$ cat config.mk
export PLATFORM = sky130hd
export DESIGN_NAME = id_imm_ctrl
export DESIGN_NICKNAME = d
export VERILOG_FILES = /design/src/rtl/id_imm_ctrl.sv
export SDC_FILE = /design/constraint.sdc
export NUM_CORES = 1
export LEC_CHECK = 0
export CORE_ASPECT_RATIO = 0.6
export CORE_MARGIN = 10
export CORE_UTILIZATION = 45
export DETAILED_ROUTE_END_ITERATION = 7
export PLACE_DENSITY = 0.85
export SLEW_MARGIN = 20
export SYNTH_ARGS = -nofsm -noshare
export SYNTH_HDL_FRONTEND = slang
export SYNTH_SLANG_ARGS = --single-unit
$ cat constraint.sdc
create_clock -name clk_i -period 1.9 [get_ports clk_i]
set_clock_uncertainty 0.15 [all_clocks]
set_input_delay 0.19 -clock clk_i [delete_from_list [all_inputs] [get_ports clk_i]]
set_output_delay 0.19 -clock clk_i [all_outputs]
set_load 0.03 [all_outputs]
$ cat src/rtl/id_imm_ctrl.sv
// Decode-stage front end for the immediate extender.
// A two-entry skid buffer (head + skid) sits between IF and EX. The head
// entry is decoded combinationally into the sext op select and the
// immediate-valid and illegal flags. The buffer stores only the raw
// instruction and PC; decode is never cached.
module id_imm_ctrl #(
  parameter int              XLEN     = 32,
  parameter logic [XLEN-1:0] NOP_INST = 'h13
) (
  input  logic            clk_i,
  input  logic            rst_n_i,
  input  logic            in_valid_i,
  output logic            in_ready_o,
  input  logic [XLEN-1:0] in_inst_i,
  input  logic [XLEN-1:0] in_pc_i,
  input  logic            flush_i,
  output logic            out_valid_o,
  input  logic            out_ready_i,
  output logic [XLEN-1:0] inst_o,
  output logic [XLEN-1:0] pc_o,
  output logic [2:0]      sext_op_o,
  output logic            imm_en_o,
  output logic            illegal_o
);

  localparam logic [1:0] EMPTY = 2'd0, ONE = 2'd1, TWO = 2'd2;

  logic [1:0]      state_q, state_d;
  logic            in_ready_q;
  logic [XLEN-1:0] h_inst_q, h_inst_d, h_pc_q, h_pc_d;
  logic [XLEN-1:0] s_inst_q, s_inst_d, s_pc_q, s_pc_d;
  logic            in_fire, out_fire;

  assign in_fire  = in_valid_i & in_ready_q;
  assign out_fire = (state_q != EMPTY) & out_ready_i;

  // State, ready flop and entry storage.
  // in_ready is re-registered from the next state so that out_ready_i has
  // no combinational path to in_ready_o.
  always_ff @(posedge clk_i or negedge rst_n_i) begin
    if (!rst_n_i) begin
      state_q    <= EMPTY;
      in_ready_q <= 1'b1;
      h_inst_q   <= NOP_INST;
      h_pc_q     <= '0;
      s_inst_q   <= NOP_INST;
      s_pc_q     <= '0;
    end else begin
      state_q    <= state_d;
      in_ready_q <= (state_d != TWO);
      h_inst_q   <= h_inst_d;
      h_pc_q     <= h_pc_d;
      s_inst_q   <= s_inst_d;
      s_pc_q     <= s_pc_d;
    end
  end

  // Next occupancy and entry movement; flush wins and drops the same-cycle input.
  always_comb begin
    state_d  = state_q;
    h_inst_d = h_inst_q;
    h_pc_d   = h_pc_q;
    s_inst_d = s_inst_q;
    s_pc_d   = s_pc_q;
    if (flush_i) begin
      state_d = EMPTY;
    end else begin
      case (state_q)
        EMPTY: if (in_fire) begin
          state_d  = ONE;
          h_inst_d = in_inst_i;
          h_pc_d   = in_pc_i;
        end
        ONE: begin
          if (in_fire && out_fire) begin
            h_inst_d = in_inst_i;
            h_pc_d   = in_pc_i;
          end else if (in_fire) begin
            state_d  = TWO;
            s_inst_d = in_inst_i;
            s_pc_d   = in_pc_i;
          end else if (out_fire) begin
            state_d = EMPTY;
          end
        end
        TWO: if (out_fire) begin
          state_d  = ONE;
          h_inst_d = s_inst_q;
          h_pc_d   = s_pc_q;
        end
        default: state_d = EMPTY;
      endcase
    end
  end

  // Outputs: head entry and its decode, forced to NOP/zero while not valid.
  always_comb begin
    out_valid_o = (state_q != EMPTY);
    in_ready_o  = in_ready_q;
    inst_o      = NOP_INST;
    pc_o        = '0;
    sext_op_o   = 3'd0;
    imm_en_o    = 1'b0;
    illegal_o   = 1'b0;
    if (out_valid_o) begin
      inst_o = h_inst_q;
      pc_o   = h_pc_q;
      case (h_inst_q[6:0])
        7'b0010011, 7'b0000011, 7'b1100111: imm_en_o = 1'b1;
        7'b0100011: begin sext_op_o = 3'd1; imm_en_o = 1'b1; end
        7'b1100011: begin sext_op_o = 3'd2; imm_en_o = 1'b1; end
        7'b1101111: begin sext_op_o = 3'd3; imm_en_o = 1'b1; end
        7'b0110111, 7'b0010111: begin sext_op_o = 3'd4; imm_en_o = 1'b1; end
        7'b0110011: imm_en_o = 1'b0;
        default:    illegal_o = 1'b1;
      endcase
    end
  end

endmodule

==> out/metrics.csv, run 1 <==
metric,value,unit
status,"complete, but fails checks",
violated checks,negative setup slack,
Slew @ Worst Pin,373.2,ps
TritonRoute pass-1 iters,4,
WL final,18.77,mm
initial antenna violation count,0,
CTS HTree Levels,4,
predominant post-synthesis flop cell,dfrtp_1,
Mapped Cells,525,
Synth cell types,31,
Clock Pin Slew Worst Setup and Hold Paths,60,ps
num rows,33,
Setup CP Type,flip-flop to flip-flop,
synth warn,0,
Synthesized Nets,594,
Via-to-Cell Ratio,5.233,
max frequency,0.5003,GHz
Die Height,111.8,um
DRT iter0 DRCs,252,
R2R Path End,s_inst_q[2],
Antenna diodes,0,
MaxCap Viol Count,0,
worst r2r src,state_q[1],
gr ovfl total,0,
"Avg Cell Area, Syn",12.05,sq um
share of cells above drive strength 1,0.4542,
Worst R2R Path Depth,5,
Detail Route Antenna Nets,0,
Die Width,173.1,um
"Seq/Total Area, Yosys",0.5197,
CP Launch Point,state_q[1],
RSZ-0062 raised after global routing,true,
Final Slew Violations,0,
pwr dens,1081,mW/mm^2
cell with the most instances after synthesis,dfrtp_1,
Setup WS pre-CTS,-189.3,ps
crit path DAT,2130,ps
worst-path maximum fanout,32,
Seq cells post-synth,131,
Post-synth EDFFs,0,
io pins,140,
total CTS buffers,17,
ranking of synthesized cells by area,"dfrtp_1, mux2_4, mux2i_1",
DR WL/cell,20.83,um
metal2 WL,9.129,mm
met3 wire len,1.156,mm
final worst-path cycle share,1.052,
first-pass GRT wire length,27.90,mm
clk_lat worst skew,400,ps
crit end category,flip-flop,
post-DP HPWL,10.57,mm
Synth Cell Area,0.006325,sq mm
Met1 Wirelength,8.245,mm
pin count of the biggest net entering global routing,65,
post-layout min period,1999,ps
CTS tree,built,
CORE AREA,0.01371,sq mm
Synth top cells by count,"dfrtp_1, nor2_1, a21oi_1, mux2i_1, and2_1",
CTS max path bufs,2,
Max Used Layer,met4,
filler cell count,923,
worst hold path type,primary input to async pin,
Startpoint Class,flip-flop,
I/O Buffers,139,
Initial Util,0.4614,
Max VDD drop,0.4946,mV
DRC Markers,0,
top cell type's share of synthesized area,0.4906,
Root Driver,clkbuf_16,
Worst R2R Setup Slack,-100,ps
leading area contributor after synthesis,dfrtp_1,
standby leakage power,4.722,nW
clock sink count,131,
nets@finish,765,
Slew headroom,0.7512,
WHS,93.86,ps
GRT Total Usage,0.1757,
WP data required,2030,ps
routability cong.,0.7944,
Setup WS post-layout,-98.89,ps
final setup fails,184,
vias in the first global route,5185,
Via Count,4715,
die area,0.01935,sq mm
crit path to,s_inst_q[2],
Area growth syn-to-layout,50.25,%
fraction of registers with async set/reset,1.000,
"Hold Vio Cnt, Final",0,
[final cells by class]
type                            instances  area [sq um]  share of cell area
Inverter                                2         7.507           0.0007900
Sequential cell                       131          3293              0.3465
Tap cell                              192         240.2             0.02528
Clock inverter                          5         75.07            0.007900
Clock buffer                           27         513.0             0.05398
Multi-Input combinational cell        359          3169              0.3335
Timing Repair Buffer                  185          2205              0.2320
[registers in the layout, summed over array words and instances, names as in the netlist]
signal	count
h_pc_q	32
h_inst_q	32
state_q	2
s_inst_q	32
in_ready_o	1
s_pc_q	32
[repair_timing]
item | 4_1_cts | 5_1_grt
resized for setup | 121 | 68
hold buffers | 1 | 0
setup endpoints to repair | 73 | 196
endpoints found under the hold margin | 124 | 0
pin swaps | 10 | 39
cloned | 6 | 9
setup buffers | 13 | 5
[per-layer routing]
metal | vias up | GRT usage
met5 | - | 0
met4 | 0 | 0.05149
met2 | 155 | 0.2961
met3 | 21 | 0.05331
met1 | 2395 | 0.2139
li1 | 2144 | -
[how the worst min path moves through the flow]
stage / start / slack, ps / endpoint
finish: rst_n_i / 90 / h_inst_q[16]
global route: rst_n_i / 120 / h_inst_q[16]
CTS: rst_n_i / 80 / h_inst_q[16]
detailed placement: rst_n_i / -20 / h_inst_q[16]
global placement: rst_n_i / -30 / h_inst_q[16]
floorplan: rst_n_i / -260 / h_inst_q[10]
[through the flow]
stage                     setup TNS, ps  utilization  power [W]  cell area, sq um  cells
after floorplan                   -4046            -   0.005421              6326    525
after CTS                         -7797       0.6610    0.01002              9061    888
after global routing             -18470       0.6932    0.01074              9503    901
final                            -10370       0.6932    0.01027              9503    901
after global placement            -9474       0.5720   0.006201              7841    836
after detailed placement         -15290       0.5720   0.006344              7841    836
[where the power goes]
part / internal [W] / total, W / switching (W)
Sequential: 0.00352 / 0.00400 / 0.000483
Combinational: 0.00171 / 0.00302 / 0.00131
Clock: 0.00210 / 0.00325 / 0.00115
[cells in the final DEF, fill, tap and decap left out, types with 2 or more instances in the layout]
master           instances
dfstp_2                  7
buf_12                  14
buf_16                   4
a21oi_2                 24
clkinv_2                 3
nand2b_4                 4
clkbuf_16               24
dfrtp_2                  5
nor2_1                  62
mux2_4                  60
bufinv_16                2
clkdlybuf4s50_1         67
nor2_4                   3
nor2_2                   3
mux2_2                   4
and2_4                  54
nand3b_1                 2
clkbuf_1                 5
or2_4                    4
and2_1                   8
buf_4                   19
a21oi_4                  2
dfrtp_1                119
mux2i_1                 64
buf_6                   70
nand2b_1                 2
nand3_1                  3
a21oi_1                 38
nand4b_1                 2
a31oi_1                  3
nand2_1                  3
clkbuf_8                 5
[cells by family (layout without fill, tap and decap cells)]
logic type,after synthesis,after routing,share of synthesized area
AND/OR/NAND/NOR,155,158,0.1264
multiplexers,128,128,0.2508
AO/OA/AOI/OAI,73,73,0.06073
flip-flops,131,131,0.5197
buffers and inverters,38,219,0.04234
[worst max-delay path, cell delays in order (launching register included)]
cell	delay, ps
dfrtp_2	430
buf_4	160
nand4b_1	200
or3_4	390
buf_12	210
mux2_4	320
Power figures use the tool's default switching activity.
==> run 2, diff against run 1 <==
--- a/config.mk
+++ b/config.mk
@@ -5,9 +5,11 @@
 export SDC_FILE = /design/constraint.sdc
 export NUM_CORES = 1
 export LEC_CHECK = 0
+export CAP_MARGIN = 10
 export CORE_ASPECT_RATIO = 0.6
 export CORE_MARGIN = 10
 export CORE_UTILIZATION = 45
+export CTS_CLUSTER_SIZE = 10
 export DETAILED_ROUTE_END_ITERATION = 7
 export PLACE_DENSITY = 0.85
 export SLEW_MARGIN = 20
==> results of run 2 <==
The final DEF is identical to that of run 1; final timing and power are the same.
==> run 3, diff against run 2 <==
--- a/config.mk
+++ b/config.mk
@@ -11,6 +11,7 @@
 export CORE_UTILIZATION = 45
 export CTS_CLUSTER_SIZE = 10
 export DETAILED_ROUTE_END_ITERATION = 7
+export GPL_ROUTABILITY_DRIVEN = 0
 export PLACE_DENSITY = 0.85
 export SLEW_MARGIN = 20
 export SYNTH_ARGS = -nofsm -noshare
==> results of run 3 <==
The final DEF is identical to that of run 1; final timing and power are the same.
